<file path="config.mk">
export PLATFORM = sky130hd
export DESIGN_NAME = ibex_fetch_req_engine
export DESIGN_NICKNAME = d
export VERILOG_FILES = /design/src/rtl/ibex_pkg.sv /design/src/rtl/ibex_fetch_addr_queue.sv /design/src/rtl/ibex_fetch_req_engine.sv
export SDC_FILE = /design/constraint.sdc
export NUM_CORES = 1
export LEC_CHECK = 0
export BUFFER_PORTS_ARGS = -buffer_cell sky130_fd_sc_hd__buf_2
export CORE_MARGIN = 2
export CORE_UTILIZATION = 38
export CTS_CLUSTER_SIZE = 28
export DETAILED_ROUTE_END_ITERATION = 16
export PLACE_DENSITY = 0.69
export SLEW_MARGIN = 40
export SYNTH_ARGS = -nofsm -noshare
export SYNTH_HDL_FRONTEND = slang
export SYNTH_HIERARCHICAL = 1
export SYNTH_SLANG_ARGS = --single-unit
</file>
<file path="constraint.sdc">
create_clock -name clk_i -period 4.3 [get_ports clk_i]
set_input_delay 0.645 -clock clk_i [delete_from_list [all_inputs] [get_ports clk_i]]
set_output_delay 0.645 -clock clk_i [all_outputs]
set_load 0.01 [all_outputs]
</file>
<file path="src/rtl/ibex_pkg.sv">
// ibex_pkg: shared widths and fetch request engine states
package ibex_pkg;
    localparam int unsigned ADDR_W = 32;
    localparam int unsigned DATA_W = 32;
    typedef enum logic [1:0] {IDLE, REQ, BR_WAIT} fetch_req_state_e;
endpackage

</file>
<file path="src/rtl/ibex_fetch_addr_queue.sv">
// ibex_fetch_addr_queue: in-order {addr, discard} record per granted fetch
module ibex_fetch_addr_queue
    import ibex_pkg::*;
#(
    parameter int unsigned NUM_REQS = 2,
    parameter bit          ResetAll = 1'b0
) (
    input  logic              clk_i,
    input  logic              rst_ni,
    input  logic              push_i,
    input  logic [ADDR_W-1:0] push_addr_i,
    input  logic              push_discard_i,
    input  logic              pop_i,
    input  logic              mark_all_discard_i,
    output logic [ADDR_W-1:0] head_addr_o,
    output logic              head_discard_o
);
    localparam int unsigned PTR_W = (NUM_REQS > 1) ? $clog2(NUM_REQS) : 1;

    logic [PTR_W-1:0]  rptr_q, wptr_q;
    logic [NUM_REQS-1:0] disc_q;
    logic [ADDR_W-1:0] addr_q [NUM_REQS];

    function automatic logic [PTR_W-1:0] ptr_inc(input logic [PTR_W-1:0] p);
        return (p == PTR_W'(NUM_REQS - 1)) ? '0 : p + 1'b1;
    endfunction

    // a push in the same cycle as mark_all wins for its own slot
    always_ff @(posedge clk_i or negedge rst_ni) begin
        if (!rst_ni) begin
            rptr_q <= '0;
            wptr_q <= '0;
            disc_q <= '0;
        end else begin
            if (mark_all_discard_i) disc_q <= '1;
            if (push_i) begin
                disc_q[wptr_q] <= push_discard_i;
                wptr_q         <= ptr_inc(wptr_q);
            end
            if (pop_i) rptr_q <= ptr_inc(rptr_q);
        end
    end

    if (ResetAll) begin : g_addr_rst
        always_ff @(posedge clk_i or negedge rst_ni) begin
            if (!rst_ni) begin
                for (int k = 0; k < NUM_REQS; k++) addr_q[k] <= '0;
            end else if (push_i) begin
                addr_q[wptr_q] <= push_addr_i;
            end
        end
    end else begin : g_addr_nrst
        always_ff @(posedge clk_i) begin
            if (push_i) addr_q[wptr_q] <= push_addr_i;
        end
    end

    assign head_addr_o    = addr_q[rptr_q];
    assign head_discard_o = disc_q[rptr_q];
endmodule

</file>
<file path="src/rtl/ibex_fetch_req_engine.sv">
// ibex_fetch_req_engine: instr bus initiator feeding the fetch FIFO
module ibex_fetch_req_engine
    import ibex_pkg::*;
#(
    parameter int unsigned NUM_REQS = 2,
    parameter bit          ResetAll = 1'b0
) (
    input  logic                clk_i,
    input  logic                rst_ni,
    input  logic                req_i,
    input  logic                branch_i,
    input  logic [ADDR_W-1:0]   addr_i,
    output logic                busy_o,
    input  logic [NUM_REQS-1:0] fifo_busy_i,
    output logic                fifo_clear_o,
    output logic                fifo_valid_o,
    output logic [ADDR_W-1:0]   fifo_addr_o,
    output logic [DATA_W-1:0]   fifo_rdata_o,
    output logic                fifo_err_o,
    output logic                instr_req_o,
    input  logic                instr_gnt_i,
    output logic [ADDR_W-1:0]   instr_addr_o,
    input  logic                instr_rvalid_i,
    input  logic [DATA_W-1:0]   instr_rdata_i,
    input  logic                instr_err_i
);
    localparam int unsigned CNT_W = $clog2(NUM_REQS + 1);

    fetch_req_state_e  state_q, state_d;
    logic [ADDR_W-1:0] req_addr_q, req_addr_d, next_addr_q, next_addr_d, tgt_addr, head_addr;
    logic [CNT_W-1:0]  out_q, cnt_next;
    logic [2**CNT_W-1:0] slot_busy;
    logic granted, rvalid_ok, issue_ok, launch, head_discard, unused_addr_lsb;

    assign granted   = instr_req_o & instr_gnt_i;
    assign rvalid_ok = instr_rvalid_i & (out_q != '0);
    assign cnt_next  = out_q + CNT_W'(granted) - CNT_W'(rvalid_ok);

    // slot_busy[n]: the FIFO cannot absorb n+1 words; counts beyond NUM_REQS are always busy
    always_comb begin
        slot_busy = '1;
        for (int k = 0; k < NUM_REQS; k++) slot_busy[k] = fifo_busy_i[NUM_REQS-1-k];
    end

    assign issue_ok = req_i & ~slot_busy[cnt_next];
    assign launch   = (state_q == IDLE) | granted;
    assign tgt_addr = branch_i ? {addr_i[ADDR_W-1:1], 1'b0} :
                      (state_q == REQ) ? {req_addr_q[ADDR_W-1:2], 2'b00} + ADDR_W'(4) : next_addr_q;

    // next_addr_q holds the next fetch address while idle and the latched target in BR_WAIT
    always_comb begin
        state_d     = state_q;
        req_addr_d  = req_addr_q;
        next_addr_d = next_addr_q;
        if (launch) begin
            state_d = issue_ok ? REQ : IDLE;
            if (issue_ok) req_addr_d = tgt_addr;
            else          next_addr_d = tgt_addr;
        end else if (branch_i) begin
            state_d     = BR_WAIT;
            next_addr_d = tgt_addr;
        end
    end

    always_ff @(posedge clk_i or negedge rst_ni) begin
        if (!rst_ni) begin
            state_q     <= IDLE;
            req_addr_q  <= '0;
            next_addr_q <= '0;
            out_q       <= '0;
        end else begin
            state_q     <= state_d;
            req_addr_q  <= req_addr_d;
            next_addr_q <= next_addr_d;
            out_q       <= cnt_next;
        end
    end

    ibex_fetch_addr_queue #(
        .NUM_REQS (NUM_REQS),
        .ResetAll (ResetAll)
    ) u_addr_queue (
        .clk_i              (clk_i),
        .rst_ni             (rst_ni),
        .push_i             (granted),
        .push_addr_i        (req_addr_q),
        .push_discard_i     (branch_i | (state_q == BR_WAIT)),
        .pop_i              (rvalid_ok),
        .mark_all_discard_i (branch_i),
        .head_addr_o        (head_addr),
        .head_discard_o     (head_discard)
    );

    assign instr_req_o     = (state_q != IDLE);
    assign instr_addr_o    = {req_addr_q[ADDR_W-1:2], 2'b00};
    assign busy_o          = instr_req_o | (out_q != '0);
    assign fifo_clear_o    = branch_i;
    assign fifo_valid_o    = rvalid_ok & ~head_discard & ~branch_i;
    assign fifo_addr_o     = head_addr;
    assign fifo_rdata_o    = instr_rdata_i;
    assign fifo_err_o      = instr_err_i;
    assign unused_addr_lsb = addr_i[0];

    a_no_underflow: assert property (@(posedge clk_i) disable iff (!rst_ni)
        instr_rvalid_i |-> out_q != '0);
    a_max_out: assert property (@(posedge clk_i) disable iff (!rst_ni)
        out_q <= CNT_W'(NUM_REQS));
    a_bus_stable: assert property (@(posedge clk_i) disable iff (!rst_ni)
        instr_req_o && !instr_gnt_i |=> instr_req_o && $stable(instr_addr_o));
endmodule
</file>
# After elaboration in Yosys (flattened, before gate mapping)
# Memory sizes are Yosys's and may differ from the RTL's.
# Cells that the tools add are included.
# classes
addsub,5
n_lt_le_gt_ge,4
eq_ne,3
muxes,21
bitwise_logic,11
n_reduce_logical,7
# ops
op,n
$mux W32,5
$add A32 B3 Y32 const B,1
$mux W1,9
$mux W2,4
$reduce_bool A2 Y1,3
$and A1 B1 Y1,5
$lt A1 B2 Y1 const B,2
$reduce_and A2 Y1,2
$lt A2 B3 Y1 const B,1
$not A1 Y1,3
$or A1 B1 Y1,3
$add A1 B1 Y1 const B,2
$add A2 B1 Y2,1
$bmux W1 S2,1
$bwmux W2,1
$eq A2 B1 Y1 const B,1
$eq A2 B2 Y1 const B,1
$logic_not A2 Y1,1
$ne A2 B2 Y1 const B,1
$sub A2 B1 Y2,1
$demux W1 S1,1
$ge A1 B1 Y1 const B,1
$logic_and A1 B1 Y1,1
# word_totals
ff_bits,72
mem_bits_rw,64
mem_count,1
# mem_list
name,depth,word_bits,rd,rd_clocked_by_memory_dff,wr,line,rtl
u_addr_queue.addr_q,2,32,1,0,1,ibex_fetch_addr_queue.sv:22,logic [ADDR_W-1:0] addr_q [NUM_REQS];

# Logic depth before layout (Yosys ltp)
# logic_depth
ltp_word,10
depth_mapped,11

# Cells and area by module
# Netlist, hierarchy kept.
# modules_own_cells
mod,instances,cells_each,area_each_um2,seq_area_each_um2
ibex_fetch_req_engine,1,559,4540.6,1701.6
ibex_fetch_addr_queue,1,115,2633.8,2021.9

# Least setup slack after synthesis
# No wires, ideal clock.
# synth_path
path_kind,input -> register
start,in instr_gnt_i
end,reg u_addr_queue.disc_q[0]
setup_time_ps,208
t_arrival_ps,2638
slack_ps,1453
stages,3
path_cell_list,o21a_1 > nor2b_1 > o21ai_0
# synth_between
elab_chain_cells,2
# synth_lines
element,line,rtl
"start, declared",ibex_fetch_req_engine.sv:21,"input logic instr_gnt_i,"
$and A1 B1 Y1,ibex_fetch_req_engine.sv:35,assign granted = instr_req_o & instr_gnt_i;
$mux W2,ibex_fetch_addr_queue.sv:36,if (push_i) begin
"end signal, assigned by index",ibex_fetch_addr_queue.sv:37,disc_q[wptr_q] <= push_discard_i;
"end, declared",ibex_fetch_addr_queue.sv:21,logic [NUM_REQS-1:0] disc_q;
# Every way passes these cells.
# A chain may end at the register's enable or synchronous reset.

# Worst setup path after layout
# layout_path
start,reg out_q[1]
end,reg next_addr_q[25]
# layout_between
elab_chain_cells,9
word_cells_on_any_way,10
cone_classes,add/sub (2); eq/ne (1); mux (2); bitwise (3); reduce/logical (2)
# layout_lines
element,line,rtl
"start, declared",ibex_fetch_req_engine.sv:31,"logic [CNT_W-1:0] out_q, cnt_next;"
"start signal, assigned",ibex_fetch_req_engine.sv:75,out_q <= cnt_next;
branches (longest 2 deep; another with $add A2 B1 Y2),--,
$sub A2 B1 Y2 *,ibex_fetch_req_engine.sv:37,assign cnt_next = out_q + CNT_W'(granted) - CNT_W'(rvalid_ok);
$bmux W1 S2 *,ibex_fetch_req_engine.sv:45,assign issue_ok = req_i & ~slot_busy[cnt_next];
$mux W1 (not written as such) *,ibex_fetch_req_engine.sv:45,
$not A1 Y1 *,ibex_fetch_req_engine.sv:45,
$and A1 B1 Y1 *,ibex_fetch_req_engine.sv:45,
$ne A2 B2 Y1 (no line) *,--,
$reduce_and A2 Y1 (no line) *,--,
"end signal, assigned",ibex_fetch_req_engine.sv:74,next_addr_q <= next_addr_d;
"end, declared",ibex_fetch_req_engine.sv:30,"logic [ADDR_W-1:0] req_addr_q, req_addr_d, next_addr_q, next_addr_d, tgt_addr, head_addr;"
# Mark *: on every way between the ends. The select of a mux whose other input is x is not followed.

==> metrics.cfg <==
[timing]
relSlewSlack_pct = 48.5
clock.fmax_mhz = 301
timing.hold.ws_ps = 179
rsz0062_at_grt = no
tns_ps = 0
finalCritPeriodShare_pct = 77.2
drv_slew = 0
hold_violations = 0
clock_skew_ps = 12.3
tightest_slew_ps = 773
setup_viol = 0
period_minus_slack_ps = 3320

[synthesis]
async_flop_share_pct = 52.9
synth_edf_count = 64
syn-cell-area_sq_um = 7170
synth_top_area_cell = edfxtp_1
avgSynthCellArea_sq_um = 10.6
postSynthCellCount = 674
ys_top_cells_by_count = 72 x dfrtp_1, 66 x buf_4, 66 x nand2_1, 64 x edfxtp_1, 61 x o21ai_0
yosysSeqAreaShare_pct = 51.9
yosysMostFrequentCell = dfrtp_1
synth_ff_type = dfrtp_1
ys_ff_latch = 136
synth_top_area_share_pct = 26.8
synth.area.top_cells = edfxtp_1 27%, dfrtp_1 25%, buf_4 6.9%, mux2_4 6.1%, o21ai_0 4.3%
ys_types = 66
yosysWarnings = 6

[final_layout]
area_growth_pct = 12.6
num-fill-cells = 1761
multi_input_area_sq_um = 2720
nets = 782
final_area_sq_um = 8080
seq_area_sq_um = 3720
drive_gt1_share_pct = 27.2

[setup_path]
cp-end-kind = flip-flop
cp_data_arrival_time_ps = 3650
crit_path_start_kind = flip-flop
crit_required_ps = 4630
path_class = reg2reg
path_max_fanout = 19
worstReg2RegEnd = next_addr_q[25]
rr_startpoint = out_q[1]
ff2ff_path_depth = 9
r2r_slack_ps = 980

[placement]
gp_congestion = 0.811
dp_hpwl_mm = 11.4
port_buffers = 104
dpl_cell_area_sq_um = 7450

[routing]
dr_wl_met2_mm = 7.95
dr_wl_met3_mm = 1.18
drtIter0Drc = 455
drtPass1Iterations = 5
topRoutingLayerUsed = met4
ant_nets = 0
drcViolationCount = 0
via_per_inst = 5.43
vias = 5183
drt_wl_total_mm = 16.7
wl_met1_mm = 7.39
wl_per_cell_microns = 17.5

[cts]
cts_num_sinks = 136
cts_setup_buffers = 0
worstSkewPairLatency_ps = 420
holdBufCountCts = 0
cts_htree_levels = 4
cts_buffers = 17
cts_tree = yes
clk_pin_slew_ps = 60
cts.path.max_buffers = 2
ctsRootBufferMaster = clkbuf_16
post_cts_resized = 0

[global_route]
grt_pass1_wl_mm = 26.3
grt_overflow_total = 0
grt_pass1_vias = 4876
grt_usage_pct = 17.1
grt_max_degree = 41
antenna_found_initial = 2

[floorplanning]
boundaryPins = 174
dieHeight_microns = 141
initial_core_util_pct = 38.5
die-area_sq_um = 20000
core_sq_um = 18600
rows = 50
die_x_microns = 141

[run_status]
outcome = finished clean

[job]
maxCapViolCount = 0

[hold_path]
hold_class = in2async

[power_and_ir_drop]
power_density_nw_per_um2 = 720
power.leakage_nw = 3.33
fin_total_pwr_mw = 5.82
peakVddDrop_mv = 0.282

-- state kept, by name (all words and copies together) (netlist names) --
register and cells:
u_addr_queue/addr_q 64, next_addr_q 32, req_addr_q 32, out_q 2
state_q 2, u_addr_queue/disc_q 2, u_addr_queue/rptr_q 1, u_addr_queue/wptr_q 1
-- report_power, final --
| group | switching, mW | internal [mW] | total, mW |
|---|---|---|---|
| combinational | 1.07 | 0.884 | 1.95 |
| sequential | 0.482 | 1.85 | 2.34 |
| clock | 0.558 | 0.974 | 1.53 |
-- placed cells by master (no fill, tap or decap), drive strengths merged, types with 10 or more instances in the layout --
| cell | synthesis | final |
|---|---|---|
| clkbuf | 33 | 18 |
| nor2 | 53 | 53 |
| nand2 | 66 | 66 |
| mux2 | 33 | 33 |
| a31oi | 24 | 24 |
| edfxtp | 64 | 64 |
| a21oi | 24 | 24 |
| dfrtp | 72 | 72 |
| nor4 | 10 | 10 |
| inv | 11 | 14 |
| nand3 | 18 | 18 |
| buf | 74 | 120 |
| and3 | 15 | 15 |
| o21ai | 62 | 62 |
-- per-stage QoR --
step	cells	setup slack (ps)	utilization, %
after floorplan	675	1450	-
after global placement	920	903	39.7
after detailed placement	922	802	39.9
after CTS	954	963	43.3
after global routing	954	684	43.3
final	955	982	43.3
-- cells by family after synthesis --
family          synth area share, %
fa+ha+maj                     0.349
xor+xnor                       2.08
compound gates                 14.0
flops                          51.9
simple gates                   14.1
other cells                  0.0523
buf+inv                        10.4
mux                            7.12
-- per-layer routing --
metal | global-route usage (%) | up-vias
met4 | 5.32 | 0
met3 | 5.47 | 13
met5 | 0 | -
li1 | - | 2461
met1 | 22.0 | 2523
met2 | 27.7 | 186
-- worst max-delay path, stage by stage, from the launching register on --
cell and delay (ps):
dfrtp_1 430, o21ai_0 420, xnor2_1 190, ha_1 260
nor4bb_1 90, a2111oi_2 660, a211o_1 590, buf_4 320
nor2_1 70, a31oi_1 200
-- worst max-delay path by stage --
| stage | slack [ps] | end | from |
|---|---|---|---|
| 2_1_floorplan | 1450 | u_addr_queue/disc_q[0] | instr_gnt_i |
| 3_3_place_gp | 900 | next_addr_q[25] | instr_gnt_i |
| 3_5_place_dp | 800 | next_addr_q[25] | instr_gnt_i |
| 4_1_cts | 960 | next_addr_q[25] | out_q[1] |
| 5_1_grt | 680 | next_addr_q[25] | out_q[1] |
| 6_report | 980 | next_addr_q[25] | out_q[1] |
-- area by class of cell --
cell class | count | share of cell area [%]
repair buffers | 120 | 8.30
flip-flops and latches | 136 | 46.1
clock inverters | 14 | 2.42
well taps | 234 | 3.63
multi-input cells | 421 | 33.7
diodes | 1 | 0.0310
clock buffers | 18 | 5.31
inverters | 11 | 0.511
Power figures use the tool's default switching activity.
